==> config.mk <==
export PLATFORM = sky130hd
export DESIGN_NAME = alu_seq
export DESIGN_NICKNAME = d
export VERILOG_FILES = /design/src/rtl/alu_seq.sv
export SDC_FILE = /design/constraint.sdc
export NUM_CORES = 1
export LEC_CHECK = 0
export CORE_MARGIN = 2
export CORE_UTILIZATION = 28
export DETAILED_ROUTE_END_ITERATION = 12
export HOLD_SLACK_MARGIN = 0.06
export PLACE_DENSITY = 0.46
export SLEW_MARGIN = 5
export SYNTH_ARGS = -nofsm -noshare
export SYNTH_HDL_FRONTEND = slang
export SYNTH_SLANG_ARGS = --single-unit
==> constraint.sdc <==
create_clock -name clk -period 3.2 [get_ports clk]
set_clock_uncertainty 0.2 [all_clocks]
set_input_delay 0.64 -clock clk [delete_from_list [all_inputs] [get_ports clk]]
set_output_delay 0.64 -clock clk [all_outputs]
set_load 0.02 [all_outputs]
==> src/rtl/alu_seq.sv <==
// alu_seq
//   Registered, parametrised ALU sitting between decode/register-file and
//   writeback. One operation is in flight at a time; the unit stalls the
//   pipeline through in_ready. Single-cycle ops are computed at accept and
//   registered. MUL runs an iterative shift-add for WIDTH cycles.
//
// Ports
//   clk        in   rising-edge system clock
//   rst        in   asynchronous, active-high reset
//   in_valid   in   op/a/b valid; transfer on in_valid & in_ready
//   in_ready   out  unit can accept (IDLE, or DONE while out_ready is high)
//   op         in   4-bit opcode
//   a, b       in   operands; shifts use b[SHW-1:0] as the amount
//   out_valid  out  result/result_hi/flags valid (state DONE)
//   out_ready  in   consumer takes the result; transfer on out_valid & out_ready
//   result     out  result; low half of the product for MUL
//   result_hi  out  high half of the product for MUL, otherwise 0
//   flags      out  {N,V,C,Z} flag register
//   busy       out  high while a multiply is iterating
module alu_seq #(
  parameter int WIDTH = 8
) (
  input  logic             clk,
  input  logic             rst,
  input  logic             in_valid,
  output logic             in_ready,
  input  logic [3:0]       op,
  input  logic [WIDTH-1:0] a,
  input  logic [WIDTH-1:0] b,
  output logic             out_valid,
  input  logic             out_ready,
  output logic [WIDTH-1:0] result,
  output logic [WIDTH-1:0] result_hi,
  output logic [3:0]       flags,
  output logic             busy
);

  localparam int SHW = $clog2(WIDTH);
  localparam int MSB = WIDTH - 1;
  localparam logic [SHW-1:0] CNT_LAST = SHW'(WIDTH - 1);
  localparam logic [WIDTH:0] ONE_EXT  = (WIDTH + 1)'(1);

  typedef enum logic [3:0] {
    OP_ADD   = 4'd0,
    OP_SUB   = 4'd1,
    OP_INC   = 4'd2,
    OP_DEC   = 4'd3,
    OP_AND   = 4'd4,
    OP_OR    = 4'd5,
    OP_XOR   = 4'd6,
    OP_NOT   = 4'd7,
    OP_SHL   = 4'd8,
    OP_SHR   = 4'd9,
    OP_SAR   = 4'd10,
    OP_ADC   = 4'd11,
    OP_SBB   = 4'd12,
    OP_MUL   = 4'd13,
    OP_CMP   = 4'd14,
    OP_PASSB = 4'd15
  } opcode_t;

  typedef enum logic [1:0] {
    S_IDLE,
    S_MUL,
    S_DONE
  } state_t;

  state_t               state_q, state_d;
  logic [WIDTH-1:0]     result_q, result_d;
  logic [WIDTH-1:0]     resultHi_q, resultHi_d;
  logic [3:0]           flags_q, flags_d;
  logic [WIDTH-1:0]     mcand_q, mcand_d;
  logic [2*WIDTH-1:0]   prod_q, prod_d;
  logic [SHW-1:0]       cnt_q, cnt_d;

  logic [WIDTH-1:0]     aluRes;
  logic [WIDTH-1:0]     flagSrc;
  logic [WIDTH:0]       ext;
  logic signed [WIDTH:0] sarExt;
  logic                 aluC;
  logic                 aluV;
  logic [3:0]           aluFlags;
  logic                 carryIn;
  logic [SHW-1:0]       shAmt;

  logic [WIDTH:0]       mulSum;
  logic [2*WIDTH-1:0]   mulNext;
  logic                 issue;

  // ADC/SBB chain off the C flag of the previously completed op.
  assign carryIn = flags_q[1];
  assign shAmt   = b[SHW-1:0];

  // Single-cycle datapath. Arithmetic is done one bit wider so the top bit
  // is the carry (add) or borrow (subtract). Shifts pad a guard bit on the
  // side bits leave from, so the guard ends up holding the last bit shifted
  // out and is naturally 0 for a zero shift amount.
  always_comb begin
    ext     = '0;
    sarExt  = '0;
    aluRes  = '0;
    aluC    = 1'b0;
    aluV    = 1'b0;
    flagSrc = '0;
    case (opcode_t'(op))
      OP_ADD: begin
        ext    = {1'b0, a} + {1'b0, b};
        aluRes = ext[MSB:0];
        aluC   = ext[WIDTH];
        aluV   = (a[MSB] == b[MSB]) && (aluRes[MSB] != a[MSB]);
      end
      OP_ADC: begin
        ext    = {1'b0, a} + {1'b0, b} + {{WIDTH{1'b0}}, carryIn};
        aluRes = ext[MSB:0];
        aluC   = ext[WIDTH];
        aluV   = (a[MSB] == b[MSB]) && (aluRes[MSB] != a[MSB]);
      end
      OP_INC: begin
        ext    = {1'b0, a} + ONE_EXT;
        aluRes = ext[MSB:0];
        aluC   = ext[WIDTH];
        aluV   = !a[MSB] && aluRes[MSB];
      end
      OP_SUB, OP_CMP: begin
        ext    = {1'b0, a} - {1'b0, b};
        aluRes = ext[MSB:0];
        aluC   = ext[WIDTH];
        aluV   = (a[MSB] != b[MSB]) && (aluRes[MSB] != a[MSB]);
      end
      OP_SBB: begin
        ext    = {1'b0, a} - {1'b0, b} - {{WIDTH{1'b0}}, carryIn};
        aluRes = ext[MSB:0];
        aluC   = ext[WIDTH];
        aluV   = (a[MSB] != b[MSB]) && (aluRes[MSB] != a[MSB]);
      end
      OP_DEC: begin
        ext    = {1'b0, a} - ONE_EXT;
        aluRes = ext[MSB:0];
        aluC   = ext[WIDTH];
        aluV   = a[MSB] && !aluRes[MSB];
      end
      OP_AND:   aluRes = a & b;
      OP_OR:    aluRes = a | b;
      OP_XOR:   aluRes = a ^ b;
      OP_NOT:   aluRes = ~a;
      OP_PASSB: aluRes = b;
      OP_SHL: begin
        ext    = {1'b0, a} << shAmt;
        aluRes = ext[MSB:0];
        aluC   = ext[WIDTH];
      end
      OP_SHR: begin
        ext    = {a, 1'b0} >> shAmt;
        aluRes = ext[WIDTH:1];
        aluC   = ext[0];
      end
      OP_SAR: begin
        sarExt = $signed({a, 1'b0}) >>> shAmt;
        aluRes = sarExt[WIDTH:1];
        aluC   = sarExt[0];
      end
      default: aluRes = '0;
    endcase
    // CMP reports A but sets N/Z from the difference, like SUB.
    flagSrc = aluRes;
    if (opcode_t'(op) == OP_CMP) begin
      aluRes = a;
    end
    aluFlags = {flagSrc[MSB], aluV, aluC, (flagSrc == '0)};
  end

  // One shift-add multiply step: the multiplier sits in the low half of
  // prod_q and is consumed LSB first while partial sums build up in the
  // high half; after WIDTH steps prod_q holds the full product.
  always_comb begin
    mulSum = {1'b0, prod_q[2*WIDTH-1:WIDTH]};
    if (prod_q[0]) begin
      mulSum = mulSum + {1'b0, mcand_q};
    end
    mulNext = {mulSum, prod_q[WIDTH-1:1]};
  end

  // Control: handshakes, next state and register updates. An accept can
  // happen from IDLE, or from DONE on the same edge the result is taken,
  // which gives one result per cycle for back-to-back single-cycle ops.
  always_comb begin
    state_d    = state_q;
    result_d   = result_q;
    resultHi_d = resultHi_q;
    flags_d    = flags_q;
    mcand_d    = mcand_q;
    prod_d     = prod_q;
    cnt_d      = cnt_q;
    in_ready   = 1'b0;
    out_valid  = 1'b0;
    busy       = 1'b0;
    issue      = 1'b0;
    case (state_q)
      S_IDLE: begin
        in_ready = 1'b1;
        issue    = in_valid;
      end
      S_MUL: begin
        busy   = 1'b1;
        prod_d = mulNext;
        cnt_d  = cnt_q + SHW'(1);
        if (cnt_q == CNT_LAST) begin
          state_d    = S_DONE;
          result_d   = mulNext[MSB:0];
          resultHi_d = mulNext[2*WIDTH-1:WIDTH];
          flags_d    = {mulNext[MSB], 1'b0,
                        (mulNext[2*WIDTH-1:WIDTH] != '0),
                        (mulNext == '0)};
        end
      end
      S_DONE: begin
        out_valid = 1'b1;
        in_ready  = out_ready;
        if (out_ready) begin
          if (in_valid) begin
            issue = 1'b1;
          end else begin
            state_d = S_IDLE;
          end
        end
      end
      default: state_d = S_IDLE;
    endcase
    if (issue) begin
      if (opcode_t'(op) == OP_MUL) begin
        state_d = S_MUL;
        mcand_d = a;
        prod_d  = {{WIDTH{1'b0}}, b};
        cnt_d   = '0;
      end else begin
        state_d    = S_DONE;
        result_d   = aluRes;
        resultHi_d = '0;
        flags_d    = aluFlags;
      end
    end
  end

  // State and datapath registers; reset clears everything immediately,
  // aborting any multiply or pending result.
  always_ff @(posedge clk or posedge rst) begin
    if (rst) begin
      state_q    <= S_IDLE;
      result_q   <= '0;
      resultHi_q <= '0;
      flags_q    <= '0;
      mcand_q    <= '0;
      prod_q     <= '0;
      cnt_q      <= '0;
    end else begin
      state_q    <= state_d;
      result_q   <= result_d;
      resultHi_q <= resultHi_d;
      flags_q    <= flags_d;
      mcand_q    <= mcand_d;
      prod_q     <= prod_d;
      cnt_q      <= cnt_d;
    end
  end

  assign result    = result_q;
  assign result_hi = resultHi_q;
  assign flags     = flags_q;

endmodule

==> report_table.html, run 1 <==
<table>
<tr><th>Metric</th><th>Value</th></tr>
<tr><th colspan="2">Detailed routing</th></tr>
<tr><td>Antenna-violating nets left</td><td>0</td></tr>
<tr><td>DRT Pass-1 Iters</td><td>5</td></tr>
<tr><td>DRC</td><td>0</td></tr>
<tr><td>Final routed wirelength across all metal layers</td><td>24.10 mm</td></tr>
<tr><td>Post-detailed-route via-to-cell ratio</td><td>5.360</td></tr>
<tr><td>Total via count after detailed routing</td><td>6534</td></tr>
<tr><td>First-iteration detailed-routing DRC count</td><td>436</td></tr>
<tr><td>Average detailed-routed wire length per instance</td><td>19.77 um</td></tr>
<tr><th colspan="2">CTS</th></tr>
<tr><td>Number of clock sinks seen by CTS</td><td>49</td></tr>
<tr><td>Number of buffers inserted for hold repair after clock tree synthesis</td><td>0</td></tr>
<tr><td>TritonCTS buffer count</td><td>5</td></tr>
<tr><td>Buffers from clock root to sink, at most</td><td>2</td></tr>
<tr><td>CTS H-Tree Depth</td><td>2</td></tr>
<tr><td>Clock tree from TritonCTS</td><td>built</td></tr>
<tr><td>Later-pin clock latency in the skew report</td><td>0.29 ns</td></tr>
<tr><td>Clk pin slew, worst setup/hold paths</td><td>0.06 ns</td></tr>
<tr><td>Clock root buffer</td><td>clkbuf_16</td></tr>
<tr><th colspan="2">Synthesis</th></tr>
<tr><td>Synth async-reset ratio</td><td>100.0%</td></tr>
<tr><td>Number of library cell types mapped by synthesis</td><td>78</td></tr>
<tr><td>Main flop type after synthesis</td><td>dfrtp_1</td></tr>
<tr><td>Number of enable flip-flop cells after synthesis</td><td>0</td></tr>
<tr><td>Compound-cell area share of the yosys netlist</td><td>25.34%</td></tr>
<tr><td>Part of the Yosys area used for sequential elements</td><td>22.07%</td></tr>
<tr><td>Multiplexer fraction of the synthesized cell area</td><td>8.874%</td></tr>
<tr><td>Basic-gate share of the synthesized area counting and, or, nand and nor cells</td><td>23.00%</td></tr>
<tr><td>Ranking of synthesized cells by area</td><td>dfrtp_1 (22%), ha_1 (9.7%), nand2_1 (5.1%), nor2_1 (4.8%), mux2i_1 (4.1%)</td></tr>
<tr><td>Fraction of synthesized cell area taken by the top area cell type</td><td>22.07%</td></tr>
<tr><td>Post-synthesis instance area</td><td>5555 um^2</td></tr>
<tr><td>Syn Area/Cell</td><td>7.902 um^2</td></tr>
<tr><td>Syn. warnings</td><td>0</td></tr>
<tr><td>Number of register bits inferred by synthesis</td><td>49</td></tr>
<tr><td>Dominant combinational cell family by area after synthesis</td><td>compound AO/OA/AOI/OAI gates</td></tr>
<tr><td>Number of nets in the synthesized netlist</td><td>773</td></tr>
<tr><td>Area share of xor/xnor cells in the synthesized design</td><td>3.941%</td></tr>
<tr><td>Top cell type by total area after synthesis</td><td>dfrtp_1</td></tr>
<tr><td>Fraction of the mapped netlist area in adder cells</td><td>10.77%</td></tr>
<tr><td>Instance count of the mapped netlist</td><td>703</td></tr>
<tr><th colspan="2">Placement</th></tr>
<tr><td>Count of input and output buffers</td><td>46</td></tr>
<tr><td>Post-place instance area</td><td>7880 um^2</td></tr>
<tr><td>Detail Placement HPWL</td><td>19.18 mm</td></tr>
<tr><td>Number of placed cells counting well taps</td><td>1182</td></tr>
<tr><td>Last weighted congestion value of the routability-driven placer</td><td>0.9424</td></tr>
<tr><th colspan="2">Floorplanning</th></tr>
<tr><td>Die ar.</td><td>20980 um^2</td></tr>
<tr><td>Total core area</td><td>19460 um^2</td></tr>
<tr><td>Number of primary I/O pins</td><td>47</td></tr>
<tr><td>Site Rows</td><td>51</td></tr>
<tr><td>Initial Utilization</td><td>28.54%</td></tr>
<tr><td>Die outline width</td><td>144.9 um</td></tr>
<tr><td>Chip Height</td><td>144.9 um</td></tr>
<tr><th colspan="2">Final layout</th></tr>
<tr><td>Post-Layout Inst Area</td><td>8902 um^2</td></tr>
<tr><td>Share of final-layout standard cells stronger than drive strength 1</td><td>40.04%</td></tr>
<tr><td>Fillers</td><td>1920</td></tr>
<tr><td>Final layout net count</td><td>1023</td></tr>
<tr><td>Area grow syn2layout</td><td>60.25%</td></tr>
<tr><td>Post-Layout Cell Count</td><td>1219</td></tr>
<tr><td>Diodes inserted</td><td>0</td></tr>
<tr><th colspan="2">Min path</th></tr>
<tr><td>Hold WC Path Type</td><td>flip-flop to flip-flop</td></tr>
<tr><th colspan="2">Timing</th></tr>
<tr><td>Fin. Hold Viols</td><td>0</td></tr>
<tr><td>Sum Neg Setup Slack</td><td>-0.1021 ns</td></tr>
<tr><td>Worst rel slew slack</td><td>58.24%</td></tr>
<tr><td>Actual transition at the worst max-transition pin</td><td>0.6264 ns</td></tr>
<tr><td>Fin crit period</td><td>3.276 ns</td></tr>
<tr><td>Count of endpoints failing setup in the final report</td><td>2</td></tr>
<tr><td>Achievable frequency</td><td>305.3 MHz</td></tr>
<tr><td>Fin Hold WS</td><td>0.3025 ns</td></tr>
<tr><td>Unrepaired setup endpoints after global routing</td><td>yes</td></tr>
<tr><td>Number of max-slew violations in the final report</td><td>0</td></tr>
<tr><td>Worst Slack Setup Final</td><td>-0.07598 ns</td></tr>
<tr><td>Fin crit share</td><td>102.4%</td></tr>
<tr><th colspan="2">Critical path</th></tr>
<tr><td>Required arrival time at the worst endpoint</td><td>3.17 ns</td></tr>
<tr><td>Maximum fanout along the worst path</td><td>3</td></tr>
<tr><td>CP Data Arrival Time</td><td>3.24 ns</td></tr>
<tr><td>Kind of capture point of the worst setup path</td><td>flip-flop</td></tr>
<tr><td>Critical path type</td><td>primary input to flip-flop</td></tr>
<tr><td>CP startpoint kind</td><td>primary input</td></tr>
<tr><th colspan="2">GRT</th></tr>
<tr><td>Global-route wire length before repair</td><td>37.03 mm</td></tr>
<tr><td>GRT Overall Usage</td><td>23.16%</td></tr>
<tr><td>Overflow left after global routing</td><td>0</td></tr>
<tr><td>Initial antenna violation count</td><td>1</td></tr>
<tr><td>Pin count of the biggest net entering global routing</td><td>50</td></tr>
<tr><td>Vias in the first global route</td><td>6572</td></tr>
<tr><th colspan="2">Flow run</th></tr>
<tr><td>Max-cap check violation count</td><td>0</td></tr>
<tr><th colspan="2">Pwr</th></tr>
<tr><td>Pwr dens</td><td>391.6 nW/um^2</td></tr>
<tr><td>VDD IR-drop max</td><td>0.2211 mV</td></tr>
<tr><td>Cell leakage power</td><td>0.003937 uW</td></tr>
<tr><th colspan="2">Run status</th></tr>
<tr><td>Failing checks</td><td>negative setup slack</td></tr>
<tr><td>Run status</td><td>complete, but fails checks</td></tr>
</table>
-- worst paths after layout --
kind                                  from         end  slack, ns  cells after the start
worst max-delay path                  a[0]   result[4]      -0.08                     16
worst min-delay path            mcand_q[7]  mcand_q[7]       0.30                      2
worst max register to register  mcand_q[0]    flags[0]       0.09                     12
worst min register to register  mcand_q[7]  mcand_q[7]       0.30                      2
max in group asynchronous              rst  prod_q[13]       1.74                      3
min in group asynchronous              rst   prod_q[7]       0.64                      3
-- what timing repair did --
item                                    in CTS  in global routing
setup buffers                               21                 11
pin swaps                                   47                 54
endpoints found under the setup margin      11                 10
gates resized for setup                    111                 65
cloned                                       0                  0
hold endpoints to repair                     0                  0
-- cells by family after synthesis --
group           after synthesis
simple gates                264
xor+xnor                     25
compound gates              205
mux                          34
fa+ha+maj                    46
buf+inv                      80
flops                        49
-- cell usage after synthesis, types with 3 or more instances --
master / n
or3_1: 3
or2_1: 3
o211ai_1: 8
fa_1: 3
buf_2: 15
nand3b_1: 3
o22ai_1: 18
mux2i_1: 23
a31oi_1: 9
and2_1: 4
o21ai_0: 31
and3_1: 18
buf_1: 4
nand2b_1: 8
o21ai_1: 7
dfrtp_1: 49
xor2_1: 9
a21o_1: 6
nor4_1: 6
nor3b_1: 6
xnor2_1: 16
mux4_2: 7
a2111oi_0: 3
a221o_1: 4
mux4_1: 4
a311oi_1: 3
a211oi_1: 20
nor3_1: 23
nor2b_1: 10
nand2_1: 76
ha_1: 43
clkbuf_1: 27
inv_1: 30
o2111ai_1: 4
a22oi_1: 4
nor2_1: 71
nand4_1: 3
nand3_1: 18
a211o_1: 5
a21oi_1: 41
o21bai_1: 6
a221oi_1: 5
o21a_1: 4
-- sequential cells by signal (all words and copies together), names as in the netlist --
register and cells:
result 8, state_q 2, mcand_q 8, prod_q 16
flags 4, result_hi 8, cnt_q 3
-- worst max-delay path, stage by stage --
cell and delay, ns:
buf_8 0.10, buf_6 0.11, ha_4 0.15, fa_2 0.37, a211oi_4 0.26, buf_4 0.16, o21a_1 0.15, nor2_2 0.05
buf_4 0.14, a22oi_2 0.23, nand4_1 0.25, nor3_2 0.26, buf_4 0.18, a21oi_4 0.05, nor2_1 0.11, a31oi_1 0.05
-- metal layers --
layer / vias to the layer above / routed length (um) / GRT usage, %
li1: 3096 / - / -
met1: 3189 / 10410 / 29.93
met2: 197 / 11700 / 40.29
met3: 50 / 993 / 1.415
met4: 2 / 975 / 9.300
met5: - / 18 / 0
-- report_power, final --
| part | total, uW | internal (uW) | switching (uW) | leakage (uW) |
|---|---|---|---|---|
| Combinational | 2000 | 987 | 1010 | 0.00325 |
| Sequential | 933 | 774 | 159 | 0.000606 |
| Clock | 554 | 331 | 223 | 0.0000799 |
| Total | 3490 | 2090 | 1390 | 0.00394 |
-- final cells by class --
| cell class | count | area [um^2] | area share (%) |
|---|---|---|---|
| Inverter | 31 | 132.6 | 1.490 |
| Timing Repair Buffer | 292 | 2362 | 26.54 |
| Tap cell | 265 | 331.6 | 3.725 |
| Clock buffer | 7 | 152.6 | 1.715 |
| Multi-Input combinational cell | 574 | 4692 | 52.71 |
| Clock inverter | 1 | 5.005 | 0.05622 |
| Sequential cell | 49 | 1226 | 13.77 |
-- cells in the final DEF, fill, tap and decap left out, types with 5 or more instances in the layout --
master	instances
a211o_1	5
a211oi_1	15
a21o_1	6
a21oi_1	35
a21oi_2	5
a31oi_1	8
and3_1	16
buf_4	229
buf_6	16
clkbuf_16	5
clkdlybuf4s50_1	32
dfrtp_1	49
ha_1	28
ha_4	13
inv_1	15
inv_2	11
mux2i_1	23
mux4_2	8
nand2_1	72
nand2b_1	8
nand3_1	16
nor2_1	68
nor2b_1	9
nor3_1	19
o211ai_1	8
o21ai_0	27
o21ai_1	8
o21bai_1	6
o22ai_1	17
xnor2_1	9
xnor2_2	6
xor2_1	7
-- metrics by stage --
stage,util (%),power [uW],setup slack (ns)
floorplan,-,1908,-0.04509
global route,45.74,3717,-0.1606
global placement,40.49,2638,-1.165
CTS,44.16,3382,-0.1754
detailed placement,40.49,2670,-1.189
finish,45.74,3486,-0.07598
No activity file was read; power rests on OpenSTA's default activity.
==> run 2: changes to the inputs <==
- CORE_ASPECT_RATIO: default -> 0.75
- REMOVE_ABC_BUFFERS: default -> 1
==> report_table.html, run 2 (synthesis results as in run 1) <==
<table>
<tr><th>Metric</th><th>Value</th></tr>
<tr><th colspan="2">Run status</th></tr>
<tr><td>Run status</td><td>complete, but fails checks</td></tr>
<tr><td>Failing checks</td><td>negative setup slack</td></tr>
<tr><th colspan="2">CTS</th></tr>
<tr><td>Number of clock sinks seen by CTS</td><td>49 (unchanged)</td></tr>
<tr><td>Later-pin clock latency in the skew report</td><td>0.29 ns (about the same)</td></tr>
<tr><td>Clk pin slew, worst setup/hold paths</td><td>0.07 ns (about the same)</td></tr>
<tr><td>Buffers from clock root to sink, at most</td><td>2 (unchanged)</td></tr>
<tr><td>Number of buffers inserted for hold repair after clock tree synthesis</td><td>0 (unchanged)</td></tr>
<tr><td>Clock tree from TritonCTS</td><td>built</td></tr>
<tr><td>Clock root buffer</td><td>clkbuf_16</td></tr>
<tr><td>TritonCTS buffer count</td><td>5 (unchanged)</td></tr>
<tr><td>CTS H-Tree Depth</td><td>2 (unchanged)</td></tr>
<tr><th colspan="2">GRT</th></tr>
<tr><td>Vias in the first global route</td><td>6476 (-1.5%)</td></tr>
<tr><td>Initial antenna violation count</td><td>0 (-1)</td></tr>
<tr><td>Global-route wire length before repair</td><td>38.14 mm (+3.0%)</td></tr>
<tr><td>Overflow left after global routing</td><td>0 (unchanged)</td></tr>
<tr><td>Pin count of the biggest net entering global routing</td><td>27 (-46%)</td></tr>
<tr><td>GRT Overall Usage</td><td>23.07% (-0.091 points)</td></tr>
<tr><th colspan="2">Detailed routing</th></tr>
<tr><td>Total via count after detailed routing</td><td>6647 (+1.7%)</td></tr>
<tr><td>Average detailed-routed wire length per instance</td><td>20.52 um (+3.8%)</td></tr>
<tr><td>Antenna-violating nets left</td><td>0 (unchanged)</td></tr>
<tr><td>DRT Pass-1 Iters</td><td>6 (+1)</td></tr>
<tr><td>Final routed wirelength across all metal layers</td><td>24.59 mm (+2.0%)</td></tr>
<tr><td>Post-detailed-route via-to-cell ratio</td><td>5.548 (+3.5%)</td></tr>
<tr><td>First-iteration detailed-routing DRC count</td><td>551 (+26%)</td></tr>
<tr><td>DRC</td><td>0 (unchanged)</td></tr>
<tr><th colspan="2">Final layout</th></tr>
<tr><td>Diodes inserted</td><td>0 (unchanged)</td></tr>
<tr><td>Fillers</td><td>1925 (+0.26%)</td></tr>
<tr><td>Final layout net count</td><td>1014 (-0.88%)</td></tr>
<tr><td>Largest register FFs</td><td>16 (unchanged)</td></tr>
<tr><td>Register with the most flip-flops</td><td>prod_q</td></tr>
<tr><td>Highest-count cells in the layout ignoring fill and taps</td><td>buf_4 (219), nand2_1 (73), nor2_1 (64)</td></tr>
<tr><td>Share of final-layout standard cells stronger than drive strength 1</td><td>39.05% (-0.99 points)</td></tr>
<tr><td>Post-Layout Inst Area</td><td>8690 um^2 (-2.4%)</td></tr>
<tr><td>Post-Layout Cell Count</td><td>1198 (-1.7%)</td></tr>
<tr><td>Most common cell after layout, fill and taps aside</td><td>buf_4</td></tr>
<tr><td>Area grow syn2layout</td><td>56.42%</td></tr>
<tr><th colspan="2">Critical path</th></tr>
<tr><td>Startpoint of the worst setup timing path</td><td>b[0]</td></tr>
<tr><td>Reg2reg setup slack</td><td>-0.03 ns (-0.12 ns)</td></tr>
<tr><td>Kind of capture point of the worst setup path</td><td>flip-flop</td></tr>
<tr><td>Maximum fanout along the worst path</td><td>4 (+1)</td></tr>
<tr><td>RR Startpoint</td><td>mcand_q[0]</td></tr>
<tr><td>Most frequent cell on the critical path</td><td>buf_4</td></tr>
<tr><td>Series of cell instances along the critical path</td><td>buf_12, buf_8, ha_4, fa_2, a211oi_4, buf_4, o21ai_2, a21oi_2, xnor2_2, nand3b_1, xor2_1, o221ai_2, buf_4, o32ai_2</td></tr>
<tr><td>CP startpoint kind</td><td>primary input</td></tr>
<tr><td>Worst reg-to-reg path cell count</td><td>12 (unchanged)</td></tr>
<tr><td>Worst r2r dst</td><td>flags[0]</td></tr>
<tr><td>CP Data Arrival Time</td><td>3.31 ns (+0.07 ns)</td></tr>
<tr><td>Delay of the slowest cell on the worst path</td><td>0.42 ns (+0.05 ns)</td></tr>
<tr><td>Critical path type</td><td>primary input to flip-flop</td></tr>
<tr><td>Crit path capture</td><td>flags[0]</td></tr>
<tr><td>Required arrival time at the worst endpoint</td><td>3.21 ns (+0.04 ns)</td></tr>
<tr><td>Cell with the largest stage delay on the worst path</td><td>fa_2</td></tr>
<tr><th colspan="2">Timing</th></tr>
<tr><td>Worst rel slew slack</td><td>61.70% (+3.5 points)</td></tr>
<tr><td>Count of endpoints failing setup in the final report</td><td>4 (+2)</td></tr>
<tr><td>Achievable frequency</td><td>302.5 MHz (-0.90%)</td></tr>
<tr><td>Fin crit period</td><td>3.306 ns (+0.02972 ns)</td></tr>
<tr><td>Number of max-slew violations in the final report</td><td>0 (unchanged)</td></tr>
<tr><td>Fin crit share</td><td>103.3% (+0.93 points)</td></tr>
<tr><td>Actual transition at the worst max-transition pin</td><td>0.5684 ns (-0.05798 ns)</td></tr>
<tr><td>Sum Neg Setup Slack</td><td>-0.1934 ns (-0.09128 ns)</td></tr>
<tr><td>Fin. Hold Viols</td><td>0 (unchanged)</td></tr>
<tr><td>Worst Slack Setup Final</td><td>-0.1057 ns (-0.02972 ns)</td></tr>
<tr><td>Unrepaired setup endpoints after global routing</td><td>yes</td></tr>
<tr><th colspan="2">Flow run</th></tr>
<tr><td>Max-cap check violation count</td><td>0 (unchanged)</td></tr>
<tr><th colspan="2">Placement</th></tr>
<tr><td>Pre-CTS WS</td><td>-0.9934 ns (+0.1957 ns)</td></tr>
<tr><td>Detail Placement HPWL</td><td>19.38 mm (+1.0%)</td></tr>
<tr><td>Last weighted congestion value of the routability-driven placer</td><td>1.031 (+9.4%)</td></tr>
<tr><td>Count of input and output buffers</td><td>46 (unchanged)</td></tr>
<tr><td>Number of placed cells counting well taps</td><td>1161 (-1.8%)</td></tr>
<tr><td>Post-place instance area</td><td>7714 um^2 (-2.1%)</td></tr>
<tr><th colspan="2">Floorplanning</th></tr>
<tr><td>Site Rows</td><td>44 (-14%)</td></tr>
<tr><td>Total core area</td><td>19380 um^2 (-0.43%)</td></tr>
<tr><td>Initial Utilization</td><td>28.67% (+0.12 points)</td></tr>
<tr><td>Chip Height</td><td>126.0 um (-13%)</td></tr>
<tr><td>Die outline width</td><td>166.6 um (+15%)</td></tr>
<tr><td>Die ar.</td><td>20990 um^2 (about the same)</td></tr>
<tr><td>Number of primary I/O pins</td><td>47 (unchanged)</td></tr>
<tr><th colspan="2">Pwr</th></tr>
<tr><td>VDD IR-drop max</td><td>0.2202 mV (-0.43%)</td></tr>
<tr><td>Cell leakage power</td><td>0.003852 uW (-2.2%)</td></tr>
<tr><td>Pwr dens</td><td>393.4 nW/um^2 (+0.46%)</td></tr>
<tr><th colspan="2">Min path</th></tr>
<tr><td>Hold WC Path Type</td><td>flip-flop to flip-flop</td></tr>
</table>
[run 2: cell count changes in the layout (fill, tap and decap cells not counted), moves of 3 or more]
cell     before  now
buf_12        1    5
buf_4       229  219
buf_6        16   13
nor2_1       68   64
nor2_2        3    6
nor2b_1       9    6
o21ai_0      27   31
xnor2_1       9   12
[run 2: critical path, delay by kind of cell]
| kind | cells | cell delay, ns |
|---|---|---|
| and+or+nand+nor | 1 | 0.23 |
| adders and majority gates | 2 | 0.59 |
| buffers and inverters | 4 | 0.56 |
| AOI/OAI and AO/OA | 5 | 0.92 |
| xor gates and xnor gates | 2 | 0.38 |
[run 2: through the flow]
step	total power (uW)	hold WS, ns	utilization, %
global placement	2627	0.2809	39.81
global route	3646	0.3383	44.84
finish	3419	0.3019	44.84
CTS	3340	0.3091	43.55
detailed placement	2653	0.2933	39.81
floorplan	1838	0.2563	-
[run 2: report_power, final]
part / total [uW] / switching (uW) / internal (uW)
sequential: 952 / 179 / 773
combinational: 1940 / 984 / 960
clock: 522 / 235 / 287
total: 3420 / 1400 / 2020
[run 2: routing by layer]
metal	vias up	wire length [um]	track usage [%]
li1	3083	-	-
met1	3290	12370	35.87
met2	238	10300	34.44
met3	36	1645	3.488
met4	0	277	2.637
met5	-	0	0
[run 2: worst min path at each step]
stage	startpoint	to	slack, ns	cells past startpoint
3_5_place_dp	mcand_q[6]	mcand_q[6]	0.29	2
3_3_place_gp	mcand_q[7]	mcand_q[7]	0.28	2
4_1_cts	mcand_q[6]	mcand_q[6]	0.31	2
6_report	mcand_q[6]	mcand_q[6]	0.30	2
5_1_grt	mcand_q[7]	mcand_q[7]	0.34	2
2_1_floorplan	mcand_q[0]	mcand_q[0]	0.26	2
[run 2: what timing repair did]
item                                    CTS  global route
pin swaps                                31            41
setup buffers                            20             9
endpoints found under the setup margin   11             8
gates resized for setup                 126            52
[run 2: final cells by class]
cell class              count  area (um^2)  area share (%)
clock buffers               5        125.1           1.440
repair buffers            283         2328           26.80
well taps                 253        316.6           3.643
clock inverters             3        17.52          0.2016
inverters                  31        126.4           1.454
multi-input cells         574         4549           52.35
flip-flops and latches     49         1226           14.11
==> run 3: changes to the inputs <==
- SKIP_LAST_GASP: default -> 1
- SLEW_MARGIN: 5 -> 20
==> report_table.html, run 3 (synthesis results as in run 1) <==
<table>
<tr><th>Metric</th><th>Value</th></tr>
<tr><th colspan="2">CTS</th></tr>
<tr><td>Clk pin slew, worst setup/hold paths</td><td>0.07 ns (about the same)</td></tr>
<tr><td>CTS H-Tree Depth</td><td>2 (unchanged)</td></tr>
<tr><td>Clock root buffer</td><td>clkbuf_16</td></tr>
<tr><td>TritonCTS buffer count</td><td>5 (unchanged)</td></tr>
<tr><td>Clock tree from TritonCTS</td><td>built</td></tr>
<tr><td>Number of clock sinks seen by CTS</td><td>49 (unchanged)</td></tr>
<tr><td>Later-pin clock latency in the skew report</td><td>0.30 ns (about the same)</td></tr>
<tr><td>Buffers from clock root to sink, at most</td><td>2 (unchanged)</td></tr>
<tr><th colspan="2">Timing</th></tr>
<tr><td>Actual transition at the worst max-transition pin</td><td>0.5760 ns (+0.007540 ns)</td></tr>
<tr><td>Worst Slack Setup Final</td><td>-0.1058 ns (-0.00007500 ns)</td></tr>
<tr><td>Achievable frequency</td><td>302.5 MHz (about the same)</td></tr>
<tr><td>Fin. Hold Viols</td><td>0 (unchanged)</td></tr>
<tr><td>Fin Hold WS</td><td>0.3034 ns (+0.001511 ns)</td></tr>
<tr><td>Fin crit share</td><td>103.3% (about the same)</td></tr>
<tr><td>Unrepaired setup endpoints after global routing</td><td>yes</td></tr>
<tr><td>Number of max-slew violations in the final report</td><td>0 (unchanged)</td></tr>
<tr><td>Worst rel slew slack</td><td>61.60% (-0.10 points)</td></tr>
<tr><td>Fin crit period</td><td>3.306 ns (+0.00007500 ns)</td></tr>
<tr><td>Count of endpoints failing setup in the final report</td><td>4 (unchanged)</td></tr>
<tr><th colspan="2">GRT</th></tr>
<tr><td>GRT Overall Usage</td><td>23.07% (unchanged)</td></tr>
<tr><td>Global-route wire length before repair</td><td>38.14 mm (unchanged)</td></tr>
<tr><td>Vias in the first global route</td><td>6476 (unchanged)</td></tr>
<tr><td>Initial antenna violation count</td><td>0 (unchanged)</td></tr>
<tr><td>Pin count of the biggest net entering global routing</td><td>27 (unchanged)</td></tr>
<tr><td>Overflow left after global routing</td><td>0 (unchanged)</td></tr>
<tr><th colspan="2">Final layout</th></tr>
<tr><td>Diodes inserted</td><td>0 (unchanged)</td></tr>
<tr><td>Most common cell after layout, fill and taps aside</td><td>buf_4</td></tr>
<tr><td>Largest register FFs</td><td>16 (unchanged)</td></tr>
<tr><td>Highest-count cells in the layout ignoring fill and taps</td><td>buf_4 (218), nand2_1 (73), nor2_1 (64)</td></tr>
<tr><td>Register with the most flip-flops</td><td>prod_q</td></tr>
<tr><td>Share of final-layout standard cells stronger than drive strength 1</td><td>38.88% (-0.17 points)</td></tr>
<tr><td>Area grow syn2layout</td><td>56.22%</td></tr>
<tr><td>Final layout net count</td><td>1013 (-0.099%)</td></tr>
<tr><th colspan="2">Floorplanning</th></tr>
<tr><td>Initial Utilization</td><td>28.67% (unchanged)</td></tr>
<tr><td>Chip Height</td><td>126.0 um (unchanged)</td></tr>
<tr><td>Total core area</td><td>19380 um^2 (unchanged)</td></tr>
<tr><td>Die outline width</td><td>166.6 um (unchanged)</td></tr>
<tr><td>Site Rows</td><td>44 (unchanged)</td></tr>
<tr><td>Die ar.</td><td>20990 um^2 (unchanged)</td></tr>
<tr><td>Number of primary I/O pins</td><td>47 (unchanged)</td></tr>
<tr><th colspan="2">Critical path</th></tr>
<tr><td>Worst reg-to-reg path cell count</td><td>12 (unchanged)</td></tr>
<tr><td>Reg2reg setup slack</td><td>-0.02 ns (about the same)</td></tr>
<tr><td>Required arrival time at the worst endpoint</td><td>3.21 ns (about the same)</td></tr>
<tr><td>Critical path type</td><td>primary input to flip-flop</td></tr>
<tr><td>CP startpoint kind</td><td>primary input</td></tr>
<tr><td>Maximum fanout along the worst path</td><td>4 (unchanged)</td></tr>
<tr><td>CP Data Arrival Time</td><td>3.32 ns (about the same)</td></tr>
<tr><td>Kind of capture point of the worst setup path</td><td>flip-flop</td></tr>
<tr><td>Worst r2r dst</td><td>flags[0]</td></tr>
<tr><td>RR Startpoint</td><td>mcand_q[0]</td></tr>
<tr><th colspan="2">Placement</th></tr>
<tr><td>Count of input and output buffers</td><td>46 (unchanged)</td></tr>
<tr><td>Detail Placement HPWL</td><td>19.38 mm (unchanged)</td></tr>
<tr><td>Last weighted congestion value of the routability-driven placer</td><td>1.031 (unchanged)</td></tr>
<tr><th colspan="2">Pwr</th></tr>
<tr><td>Pwr dens</td><td>394.5 nW/um^2 (+0.26%)</td></tr>
<tr><td>Total chip power</td><td>3423 uW (+0.13%)</td></tr>
<tr><td>VDD IR-drop max</td><td>0.2254 mV (+2.4%)</td></tr>
<tr><td>Cell leakage power</td><td>0.003845 uW (-0.19%)</td></tr>
<tr><th colspan="2">Detailed routing</th></tr>
<tr><td>Total via count after detailed routing</td><td>6572 (-1.1%)</td></tr>
<tr><td>Antenna-violating nets left</td><td>0 (unchanged)</td></tr>
<tr><td>Post-detailed-route via-to-cell ratio</td><td>5.490 (-1.0%)</td></tr>
<tr><td>DRT Pass-1 Iters</td><td>7 (+1)</td></tr>
<tr><td>First-iteration detailed-routing DRC count</td><td>508 (-7.8%)</td></tr>
<tr><td>Average detailed-routed wire length per instance</td><td>20.51 um (about the same)</td></tr>
<tr><td>DRC</td><td>0 (unchanged)</td></tr>
<tr><td>Final routed wirelength across all metal layers</td><td>24.55 mm (-0.15%)</td></tr>
<tr><th colspan="2">Run status</th></tr>
<tr><td>Run status</td><td>complete, but fails checks</td></tr>
<tr><td>Failing checks</td><td>negative setup slack</td></tr>
<tr><th colspan="2">Min path</th></tr>
<tr><td>Count of cells along the worst hold path</td><td>2 (unchanged)</td></tr>
<tr><td>Source of the worst hold timing path</td><td>mcand_q[6]</td></tr>
<tr><td>Hold WC Path Type</td><td>flip-flop to flip-flop</td></tr>
<tr><td>Terminating pin of the worst hold path</td><td>mcand_q[6]</td></tr>
<tr><th colspan="2">Flow run</th></tr>
<tr><td>Max-cap check violation count</td><td>0 (unchanged)</td></tr>
</table>
-- run 3: timing repair --
item                       CTS  global route
buffers inserted            20             9
resized for setup          123            51
setup endpoints to repair   11             8
hold buffers                 0             0
pin swaps                   31            44
-- run 3: where the power goes --
part | switching [uW] | internal (uW) | leakage, uW | total (uW)
registers | 180 | 773 | 0.000606 | 953
clock network | 240 | 287 | 0.0000696 | 527
logic | 982 | 961 | 0.00317 | 1940
total | 1400 | 2020 | 0.00385 | 3420
-- run 3: per-layer routing --
metal,GRT usage (%),wire (um),vias to the layer above
li1,-,-,3072
met1,35.87,12340,3217
met2,34.44,10250,257
met3,3.488,1710,26
met4,2.637,248,0
met5,0,0,-
-- run 3: worst max-delay path: stages --
cell	delay (ns)
buf_12	0.11
buf_8	0.12
ha_4	0.17
fa_2	0.42
a211oi_4	0.28
buf_4	0.16
o21ai_2	0.05
a21oi_2	0.22
xnor2_2	0.13
nand3b_1	0.23
xor2_1	0.24
o221ai_2	0.15
buf_4	0.17
o32ai_2	0.22
-- run 3: cell type report --
class                   instances  area, um^2
multi-input cells             574        4548
clock buffers                   5       125.1
inverters                      31       123.9
repair buffers                282        2321
fillers                      1926       10700
flip-flops and latches         49        1226
clock inverters                 3       17.52
well taps                     253       316.6
-- run 3: through the flow --
step / setup TNS (ns) / setup slack (ns) / instances / cell area (um^2) / utilization, %
global route: -1.023 / -0.2637 / 1197 / 8678 / 44.78
detailed placement: -8.941 / -0.9934 / 1161 / 7714 / 39.81
global placement: -9.010 / -1.046 / 1161 / 7714 / 39.81
CTS: -0.1090 / -0.04735 / 1189 / 8427 / 43.49
finish: -0.1899 / -0.1058 / 1197 / 8678 / 44.78
floorplan: -0.1289 / -0.1012 / 654 / 5338 / -
-- run 3: how the worst max path moves through the flow --
stage	from	to	slack, ns	cells past startpoint
after floorplan	a[0]	flags[0]	-0.10	11
after global placement	a[5]	result[5]	-1.05	13
after detailed placement	a[5]	result[5]	-0.99	13
after CTS	b[0]	flags[0]	-0.05	14
after global routing	b[0]	flags[0]	-0.26	14
final	b[0]	flags[0]	-0.11	14
==> variant, RTL diff (settings of run 1) <==
Remove the case item `OP_SHR` of the case on `opcode_t'(op)`.
--- a/src/rtl/alu_seq.sv
+++ b/src/rtl/alu_seq.sv
@@ -149,11 +149,6 @@
         aluRes = ext[MSB:0];
         aluC   = ext[WIDTH];
       end
-      OP_SHR: begin
-        ext    = {a, 1'b0} >> shAmt;
-        aluRes = ext[WIDTH:1];
-        aluC   = ext[0];
-      end
       OP_SAR: begin
         sarExt = $signed({a, 1'b0}) >>> shAmt;
         aluRes = sarExt[WIDTH:1];
Behaviour: not the same (Yosys sat finds a counterexample within 4 cycles, from zero or initial values and one cycle with rst high).
==> variant against run 1 <==
- the run still ends with negative setup slack left
- wire length down 3.6%
- sequential power up 0.4%
- cell area down 1.8%
- sequential share of layout area up 0.25 points
- cell count down 0.82%
- power down 2.1%
- register-to-register slack better by 0.02 ns
- sequential cell count unchanged
- area after synthesis down 0.56%
- worst hold slack worse by 0.015 ns
- critical path depth down 1
- worst setup slack better by 0.0072 ns
- largest power group unchanged
==> variant: results (changes against run 1) <==
The number of iterations in the first detailed-routing pass is 4 (-1), and the sequential share of the synthesized area is 22.2% (+0.12 points). The worst setup slack after layout was -0.0688 ns (+0.00717 ns); the number of instances in the synthesized netlist was 701 (-0.28%). The tools report the clock buffer count from CTS as 5 (unchanged).

The data arrival at the endpoint of the critical path was 3.25 ns (about the same); the fraction of post-synthesis cell area in the top cell type by area was 22.2% (+0.12 points). The pin count of the biggest net entering global routing is 32 (-36%). Half-perimeter wire length after placement: 19.0 mm (-0.92%). The commonest cells after synthesis are sky130_fd_sc_hd__nand2_1 (85), sky130_fd_sc_hd__nor2_1 (65), sky130_fd_sc_hd__a21oi_1 (57). The start point of the worst hold path is mcand_q[7].

The run gives 0 (unchanged) as the yosys synthesis warning count. The tools report the total via count after detailed routing as 6,366 (-2.6%). For the worst supply voltage drop on vdd, the log shows 0.000195 V (-12%).

The worst reg-to-reg setup slack is 0.11 ns (+0.02 ns). The number of unique standard cell types used by synthesis was 86 (+10%); the via count of the first global-routing pass was 6,584 (+0.18%). The detail-routed via count per cell is 5.27 (-1.8%). For the cell count after placement, the log shows 1,179 (-0.25%). The wire length of the first global-routing pass is 36.5 mm (-1.5%). The switching power as a share of total power was 40.3% (+0.33 points).

For the placed cell area, the log shows 0.00782 mm2 (-0.79%). The remaining max-slew budget at the tightest pin is 56.1% (-2.1 points). The detailed-route wire length per cell is 19.2 um (-2.8%), and the number of design-rule violations left by the first detailed-router iteration is 381 (-13%).

The tools report the launching instance or port of the critical path as a[2]. The worst-case setup slack after placement was -1.35 ns (-0.164 ns). For the fill cell instance count of the final layout, the log shows 1,967 (+2.4%).

The last weighted congestion value of the routability-driven placer came out at 0.965 (+2.4%). The tools report the net count of the finished layout as 1,013 (-0.98%). The proportion of layout cells with a drive suffix above 1 came out at 39.7% (-0.32 points). The run gives 3 (+1) as the total setup violations reported at the end of the flow.

The slowest stage of the critical path belongs to the cell sky130_fd_sc_hd__a2111oi_4. Ranked by total cell area, the synthesized netlist is headed by sky130_fd_sc_hd__dfrtp_1 (22%), sky130_fd_sc_hd__ha_1 (9.7%), sky130_fd_sc_hd__nand2_1 (5.8%), sky130_fd_sc_hd__a21oi_1 (5.2%), sky130_fd_sc_hd__nor2_1 (4.4%). The startpoint identified for the worst register-to-register timing path is prod_q[8]. The flow ran to the end, but the final reports show violations.

The number of antenna violations at the first check in global routing was 0 (-1). The final reports fail on negative setup slack. All-layer global routing usage: 22.6% (-0.57 points). The run gives 0.00393 uW (about the same) as the static power due to leakage.
variant: cell types whose count changed after synthesis, sizes merged, moves of 5 or more:
cell / change
o31ai: +6
mux4: -5
a31o: +5
a21oi: +15
nor3b: -5
nor2: -5
xnor2: +7
nand2: +9
nor3: -11
o22ai: -6
clkbuf: -5
variant: what timing repair did:
item                                    in CTS  in global routing
gates resized for setup                    133                 45
setup buffers                               20                  5
hold buffers                                 0                  0
pin swaps                                   53                 32
endpoints found under the setup margin      12                  8
variant: per-layer routing:
layer | vias to the layer above | wire (um) | track usage, % | part of all wire, %
met5 | - | 0 | 0 | 0
met4 | 0 | 858 | 8.02 | 3.7
met3 | 46 | 820 | 1.99 | 3.5
met2 | 162 | 11400 | 40.3 | 49
met1 | 3100 | 10100 | 28.4 | 44
li1 | 3058 | - | - | -
variant: area by class of cell:
class | count | area (um2) | area share (%)
Tap cell | 265 | 332 | 3.79
Inverter | 35 | 146 | 1.67
Timing Repair Buffer | 282 | 2320 | 26.6
Multi-Input combinational cell | 570 | 4570 | 52.3
Sequential cell | 49 | 1230 | 14.0
Clock inverter | 3 | 17.5 | 0.200
Clock buffer | 5 | 125 | 1.43
variant: logic make-up after synthesis:
logic type,count (synthesis),synth area share (%)
AOI/OAI and AO/OA,208,26.0
xor gates and xnor gates,30,5.03
and+or+nand+nor,255,22.5
adders and majority gates,46,10.8
muxes,31,7.07
DFF,49,22.2
buffers and inverters,82,6.43
variant: tightest hold or removal path, delay by kind of cell (launching register included):
kind / cells / cell delay, ns
flip-flops: 1 / 0.35
AO/OA/AOI/OAI: 1 / 0.06
AND/OR/NAND/NOR: 1 / 0.05
variant: power groups by stage:
stage	Combinational [uW]	Sequential, uW	Clock [uW]
after floorplan	998	920	0
after global placement	1720	938	0
after detailed placement	1760	944	0
after CTS	1880	936	523
after global routing	2140	962	550
final	1960	937	514
variant: through the flow:
step	setup TNS [ns]	hold slack, ns
6_report	-0.154	0.288
5_1_grt	-0.608	0.347
4_1_cts	-0.566	0.300
3_5_place_dp	-9.80	0.282
3_3_place_gp	-9.31	0.279
2_1_floorplan	-0.0260	0.256
variant: path summary, 6_finish.rpt:
kind                       cells after the start          to
hold / removal                                 2  mcand_q[7]
min in group asynchronous                      2   prod_q[5]
hold reg to reg                                2  mcand_q[7]
setup / recovery                              15   result[7]
setup reg to reg                              12    flags[0]
max in group asynchronous                      3  mcand_q[3]
